--- config.mk ---
export PLATFORM = sky130hd
export DESIGN_NAME = ct_field_conv_pipe
export DESIGN_NICKNAME = d
export VERILOG_FILES = /design/src/rtl/ct_field_conv_pipe.sv
export SDC_FILE = /design/constraint.sdc
export NUM_CORES = 1
export LEC_CHECK = 0
export CORE_MARGIN = 5
export CORE_UTILIZATION = 52
export CTS_BUF_LIST = sky130_fd_sc_hd__clkbuf_8
export DETAILED_ROUTE_END_ITERATION = 10
export PLACE_DENSITY = 0.87
export SYNTH_ARGS = -nofsm -noshare
export SYNTH_HDL_FRONTEND = slang
export SYNTH_SLANG_ARGS = --single-unit
--- constraint.sdc ---
create_clock -name clk -period 6.8 [get_ports clk]
set_clock_uncertainty 0.15 [all_clocks]
set_input_delay 1.36 -clock clk [delete_from_list [all_inputs] [get_ports clk]]
set_output_delay 1.36 -clock clk [all_outputs]
set_load 0.01 [all_outputs]
--- src/rtl/ct_field_conv_pipe.sv ---
// ct_field_conv_pipe: a registered field converter on a ready/valid stream.
// The incoming field is translated through a parameter table. When several
// entries match, the lowest index wins. A miss yields DEFAULT_OF, or the beat
// is dropped when DROP_MISS is set. The data word travels with the field.
// Valid/data are registered through an output slot plus one skid slot, and
// o_ready is registered too, so both directions of the timing path are cut.
// Optional build macro CT_FIELD_CONV_PIPE_STATS_EN enables the saturating
// miss counter. Without it, o_miss_count reads 0 and i_stats_clr is ignored.
module ct_field_conv_pipe #(
    parameter int                       WD         = 32,
    parameter int                       WIF        = 4,
    parameter int                       WOF        = 4,
    parameter int                       N_ENTRIES  = 4,
    parameter logic [WIF*N_ENTRIES-1:0] IF         = {4'd3, 4'd2, 4'd1, 4'd0},
    parameter logic [WOF*N_ENTRIES-1:0] OF         = {4'd8, 4'd4, 4'd2, 4'd1},
    parameter logic [WOF-1:0]           DEFAULT_OF = '0,
    parameter bit                       DROP_MISS  = 1'b0,
    parameter int                       CNT_W      = 16
) (
    input  logic             clk,
    input  logic             reset,
    input  logic [WD-1:0]    i_data,
    input  logic [WIF-1:0]   i_field,
    input  logic             i_valid,
    output logic             o_ready,
    output logic [WD-1:0]    o_data,
    output logic [WOF-1:0]   o_field,
    output logic             o_valid,
    input  logic             i_ready,
    input  logic             i_stats_clr,
    output logic [CNT_W-1:0] o_miss_count
);

    logic [WOF-1:0] field_p0;
    logic           hit_p0;
    logic           in_fire;
    logic           out_fire;
    logic           in_keep;
    logic           load_skid;
    logic           load_in;
    logic           to_skid;
    logic           out_vld_nxt;
    logic           skid_vld_nxt;
    logic           skid_vld_p1;
    logic [WD-1:0]  skid_data_p1;
    logic [WOF-1:0] skid_field_p1;

    // Stage p0: table lookup. The descending scan lets the lowest matching index win.
    always_comb begin
        field_p0 = DEFAULT_OF;
        hit_p0   = 1'b0;
        for (int i = N_ENTRIES - 1; i >= 0; i--) begin
            if (IF[WIF*i +: WIF] == i_field) begin
                field_p0 = OF[WOF*i +: WOF];
                hit_p0   = 1'b1;
            end
        end
    end

    assign in_fire  = i_valid & o_ready;
    assign out_fire = o_valid & i_ready;
    assign in_keep  = in_fire & (hit_p0 | ~DROP_MISS);

    // Slot steering: refill the output slot (skid first), then park a kept beat in skid.
    always_comb begin
        out_vld_nxt  = o_valid;
        skid_vld_nxt = skid_vld_p1;
        load_skid    = 1'b0;
        load_in      = 1'b0;
        to_skid      = 1'b0;
        if (!o_valid || out_fire) begin
            if (skid_vld_p1) begin
                load_skid    = 1'b1;
                out_vld_nxt  = 1'b1;
                skid_vld_nxt = 1'b0;
            end else if (in_keep) begin
                load_in     = 1'b1;
                out_vld_nxt = 1'b1;
            end else begin
                out_vld_nxt = 1'b0;
            end
        end
        if (in_keep && out_vld_nxt && !load_in) begin
            to_skid      = 1'b1;
            skid_vld_nxt = 1'b1;
        end
    end

    // Stage p1: output slot and handshake state. o_ready mirrors the next skid vacancy.
    always_ff @(posedge clk or negedge reset) begin
        if (!reset) begin
            o_valid     <= 1'b0;
            o_ready     <= 1'b0;
            skid_vld_p1 <= 1'b0;
            o_data      <= '0;
            o_field     <= '0;
        end else begin
            o_valid     <= out_vld_nxt;
            skid_vld_p1 <= skid_vld_nxt;
            o_ready     <= ~skid_vld_nxt;
            if (load_skid) begin
                o_data  <= skid_data_p1;
                o_field <= skid_field_p1;
            end else if (load_in) begin
                o_data  <= i_data;
                o_field <= field_p0;
            end
        end
    end

    // Skid payload is only meaningful while skid_vld_p1 is set, so it needs no reset.
    always_ff @(posedge clk) begin
        if (to_skid) begin
            skid_data_p1  <= i_data;
            skid_field_p1 <= field_p0;
        end
    end

`ifdef CT_FIELD_CONV_PIPE_STATS_EN
    logic [CNT_W-1:0] miss_cnt;

    function automatic logic [CNT_W-1:0] sat_inc(input logic [CNT_W-1:0] v);
        return (&v) ? v : v + CNT_W'(1);
    endfunction

    // Miss statistics: clear wins over a same-cycle increment.
    always_ff @(posedge clk or negedge reset) begin
        if (!reset) begin
            miss_cnt <= '0;
        end else if (i_stats_clr) begin
            miss_cnt <= '0;
        end else if (in_fire && !hit_p0) begin
            miss_cnt <= sat_inc(miss_cnt);
        end
    end

    assign o_miss_count = miss_cnt;
`else
    logic unused_stats_clr;

    assign unused_stats_clr = i_stats_clr;
    assign o_miss_count     = '0;
`endif

endmodule

# --- Yosys cells after proc, flatten, opt, wreduce, memory -nomap -nowiden ---
# Cells that the tools add are included.
word_totals:
  inputBits: 41
  latch_bits: 0
  ff_bits: 75
  ram_bits: 0
  n_memories: 0
  mem_bits_ro: 0
classes:
  div_mod_pow: 0
  addsub: 0
  bitwise_logic: 3
  magnitude_cmp: 0
  shift: 0
  reduce_logical: 7
  multipliers: 0
  eq_ne: 3
  n_mux: 18
ops:
  columns: ["cell", "n"]
  rows:
  - ["$mux W32", 2]
  - ["$mux W4", 6]
  - ["$mux W1", 10]
  - ["$eq A2 B4 Y1 const A", 2]
  - ["$eq A1 B4 Y1 const A", 1]
  - ["$logic_not A4 Y1", 1]
  - ["$and A1 B1 Y1", 2]
  - ["$logic_and A1 B1 Y1", 2]
  - ["$logic_not A1 Y1", 2]
  - ["$reduce_bool A2 Y1", 1]
  - ["$logic_or A1 B1 Y1", 1]
  - ["$not A1 Y1", 1]

# --- Logic depth before layout (Yosys ltp) ---
logic_depth:
  ltp_word: 8
  depth_mapped: 6

# --- Worst setup path before layout ---
# OpenSTA, ideal clock, no wires.
synth_timing:
  path_kind: "input to register"
  from: "input i_valid"
  to: "register skid_data_p1[0], enable pin"
  n_path_buf: 1
  arrival_time_ns: 3.412
  setup_ns: 0.441
  stages: 3
  path_slack_ns: 2.797
  cell_sequence: "nand2_1 -> clkbuf_1 -> a21oi_1"
synth_via:
  elab_chain_cells: 7
synth_rtl:
  columns: ["item", "line", "rtl"]
  rows:
  - ["from (decl)", "24", "input logic i_valid,"]
  - ["$and A1 B1 Y1 *", "60", "assign in_fire = i_valid & o_ready;"]
  - ["$mux W1", "76", "end else if (in_keep) begin"]
  - ["$mux W1", "72", "if (skid_vld_p1) begin"]
  - ["$mux W1", "71", "if (!o_valid || out_fire) begin"]
  - ["$logic_and A1 B1 Y1 / $logic_not A1 Y1 (equally long branches)", "83", "if (in_keep && out_vld_nxt && !load_in) begin"]
  - ["$logic_and A1 B1 Y1 *", "83", null]
  - ["$mux W1 *", "83", null]
  - ["named net to_skid", "41", "logic to_skid;"]
  - ["to (signal assigned)", "114", "skid_data_p1 <= i_data;"]
  - ["to (decl)", "45", "logic [WD-1:0] skid_data_p1;"]
# Mark *: on every way through the listed nets, which the timed path passes. The rest lies on a longest branch.
# A chain may end at the register's enable or synchronous reset.

# --- Worst setup path after layout ---
layout_timing:
  from: "input i_ready"
  to: "register skid_data_p1[20], enable pin"
layout_via:
  elab_chain_cells: 6
layout_rtl:
  columns: ["item", "line", "rtl"]
  rows:
  - ["from (decl)", "29", "input logic i_ready,"]
  - ["$and A1 B1 Y1 *", "61", "assign out_fire = o_valid & i_ready;"]
  - ["$logic_or A1 B1 Y1 *", "71", null]
  - ["$mux W1", "71", null]
  - ["$logic_and A1 B1 Y1 / $logic_not A1 Y1 (equally long branches)", "83", null]
  - ["$logic_and A1 B1 Y1 *", "83", null]
  - ["$mux W1 *", "83", null]
  - ["named net to_skid", "41", null]
# Marks and branches as above.

==> impl_metrics.json <==
{
  "outcome": "complete, no violations",
  "io_buffer_count": 77,
  "post-place-ws_ns": 3.01,
  "min-delay-path-class": "reg2reg",
  "place_area_um2": 3850,
  "ir_drop_mv": 0.210,
  "die_y_um": 87.5,
  "path_max_fanout": 36,
  "min_period_ns": 3.39,
  "critPathRequiredTime_ns": 6.60,
  "cts_root_buffer": "clkbuf_8",
  "dr.pass1.iters": 4,
  "synth_warnings": 0,
  "timing.final.ws_setup_ns": 3.41,
  "cts_tree": "yes",
  "die_w_um": 87.5,
  "drive_above_1_share": 0.0747,
  "grt_usage": 0.183,
  "hold_end": "o_data[9]",
  "place.gp.congestion": 0.690,
  "mostFrequentLayoutCell": "clkdlybuf4s50_1",
  "postRouteAntennaNets": 0,
  "final_cell_mix": "76 x clkdlybuf4s50_1, 39 x dfrtp_1, 36 x edfxtp_1, 29 x o21ai_0, 19 x mux2i_1",
  "core.rowCount": 28,
  "period_share": 0.498,
  "fmax_ghz": 0.295,
  "p_leak_nw": 1.51,
  "start_util": 0.530,
  "cpLargestDelayFamily": "compound AO/OA/AOI/OAI gates",
  "antenna_cells": 0,
  "syn_avg_cell_area_um2": 13.5,
  "design_area_um2": 4070,
  "wirelength_um": 6850,
  "hold_start": "o_data[9]",
  "cts_setup_buffers": 0,
  "grt_max_degree": 44,
  "cellPowerDensity_nw_per_um2": 447,
  "dpl.cell_count": 367,
  "r2r_start": "skid_vld_p1",
  "grt_pass1_wl_um": 10800,
  "max_stage_delay_ns": 0.99,
  "area_growth_pct": 30.3,
  "antenna_found_initial": 0,
  "drt_iter0_drc": 142,
  "num_vias": 2155,
  "hpwlAfterDp_um": 4550,
  "timing.reg2reg.setup_slack_ns": 4.32,
  "power_mw": 1.82,
  "crit_chain": "clkdlybuf4s50_1, nand2b_1, a21oi_4",
  "final_cells": 383,
  "critPathBufInv": 1,
  "rsz0062_at_grt": "false",
  "drv_cap": 0,
  "synth_cell_type_count": 29,
  "layout.nets": 344,
  "hold_depth": 2,
  "path_clk_slew_ns": 0.08,
  "dieArea_um2": 7650,
  "setup_violations": 0,
  "crit_slowest_cell": "a21oi_4",
  "relSlewSlack": 0.196,
  "rr_endpoint": "o_data[7]",
  "cp.arrival_ns": 3.18,
  "wl_per_cell_um": 17.9,
  "coreArea_um2": 5890,
  "post_synth_inst_count": 231,
  "numCtsBuffers": 9,
  "hold_viol": 0,
  "overflow": 0,
  "synth.cell_area_um2": 3120,
  "htreeDepth": 3,
  "clock_path_buffers": 2,
  "hold_buffers": 0,
  "drv_slew": 0,
  "cts_sinks": 75,
  "clock_latency_ns": 0.33,
  "tns_ns": 0,
  "tightest_slew_ns": 1.20,
  "cts_resized": 0,
  "synth-seq-cells": 75,
  "yosysSeqAreaShare": 0.659,
  "rr_worst_depth": 3,
  "end_kind": "flop",
  "viasPerCell": 5.63,
  "start_kind": "input port",
  "ios": 95,
  "grt_pass1_vias": 2234,
  "crit_type": "in2reg",
  "drc": 0
}
==> power breakdown <==
| group | switching [mW] | leakage, nW | internal (mW) |
|---|---|---|---|
| combinational | 0.347 | 0.607 | 0.352 |
| sequential | 0.0962 | 0.794 | 0.651 |
| clock | 0.163 | 0.109 | 0.206 |
==> cells in the mapped netlist (all sizes together) <==
cell     number  area, um2
o21ai        40        200
dfrtp        39        976
edfxtp       36       1080
buf          25        178
mux2i        19        190
or3          13       86.3
o221a        12        135
clkbuf        7       26.3
nor3          7       35.0
nand2         5       18.8
nor2          5       18.8
nor4          4       25.0
a21oi         3       18.8
o2bb2ai       3       26.3
a221o         2       20.0
nand3b        2       15.0
nor4b         2       17.5
a21o          1       7.51
conb          1       3.75
inv           1       3.75
nand2b        1       6.26
nor2b         1       13.8
nor4bb        1       10.0
or2           1       6.26
==> how the worst max path moves through the flow <==
stage / from / depth (start not counted) / slack (ns) / to
finish: i_ready / 3 / 3.41 / skid_data_p1[20]
global route: i_valid / 4 / 3.21 / o_data[9]
CTS: i_valid / 4 / 3.40 / o_data[7]
detailed placement: i_ready / 3 / 3.01 / skid_data_p1[11]
global placement: i_valid / 4 / 3.10 / o_data[9]
floorplan: i_valid / 3 / 2.80 / skid_data_p1[0]
==> metrics by stage <==
stage,hold WS (ns),utilization
after detailed placement,0.360,0.654
after global routing,0.407,0.691
after floorplan,0.344,-
after CTS,0.382,0.691
after global placement,0.344,0.654
final,0.379,0.691
==> tightest hold or removal path, delay by kind of cell (launching register included) <==
kind	cells	cell delay, ns
AOI/OAI and AO/OA	2	0.14
DFF	1	0.35
==> flip-flops by register name, summed over array words and instances (netlist names), named ones only <==
signal and flops:
o_data 32, skid_data_p1 32, skid_vld_p1 1, o_ready 1
o_field 4, skid_field_p1 4
==> area by class of cell <==
| class | count | area (um2) |
|---|---|---|
| inverters | 1 | 3.75 |
| fillers | 439 | 1820 |
| well taps | 75 | 93.8 |
| clock buffers | 9 | 124 |
| multi-input cells | 138 | 922 |
| clock inverters | 7 | 91.3 |
| flip-flops and latches | 75 | 2060 |
| repair buffers | 78 | 773 |
==> cell families (layout without fill, tap and decap cells) <==
logic type             Yosys count  in the layout  synth area share
DFF                             75             75             0.659
AOI/OAI and AO/OA               61             61             0.131
and+or+nand+nor                 42             42            0.0810
buffers and inverters           33             95            0.0666
muxes                           19             19            0.0610
other                            1             16           0.00120
==> routing by layer <==
metal,vias up,global-route usage,share of wire
met2,81,0.317,0.51
met3,4,0.0435,0.068
met1,1087,0.224,0.41
met4,0,0.0628,0.0074
li1,983,-,-
met5,-,0,0
Power figures use the tool's default switching activity.
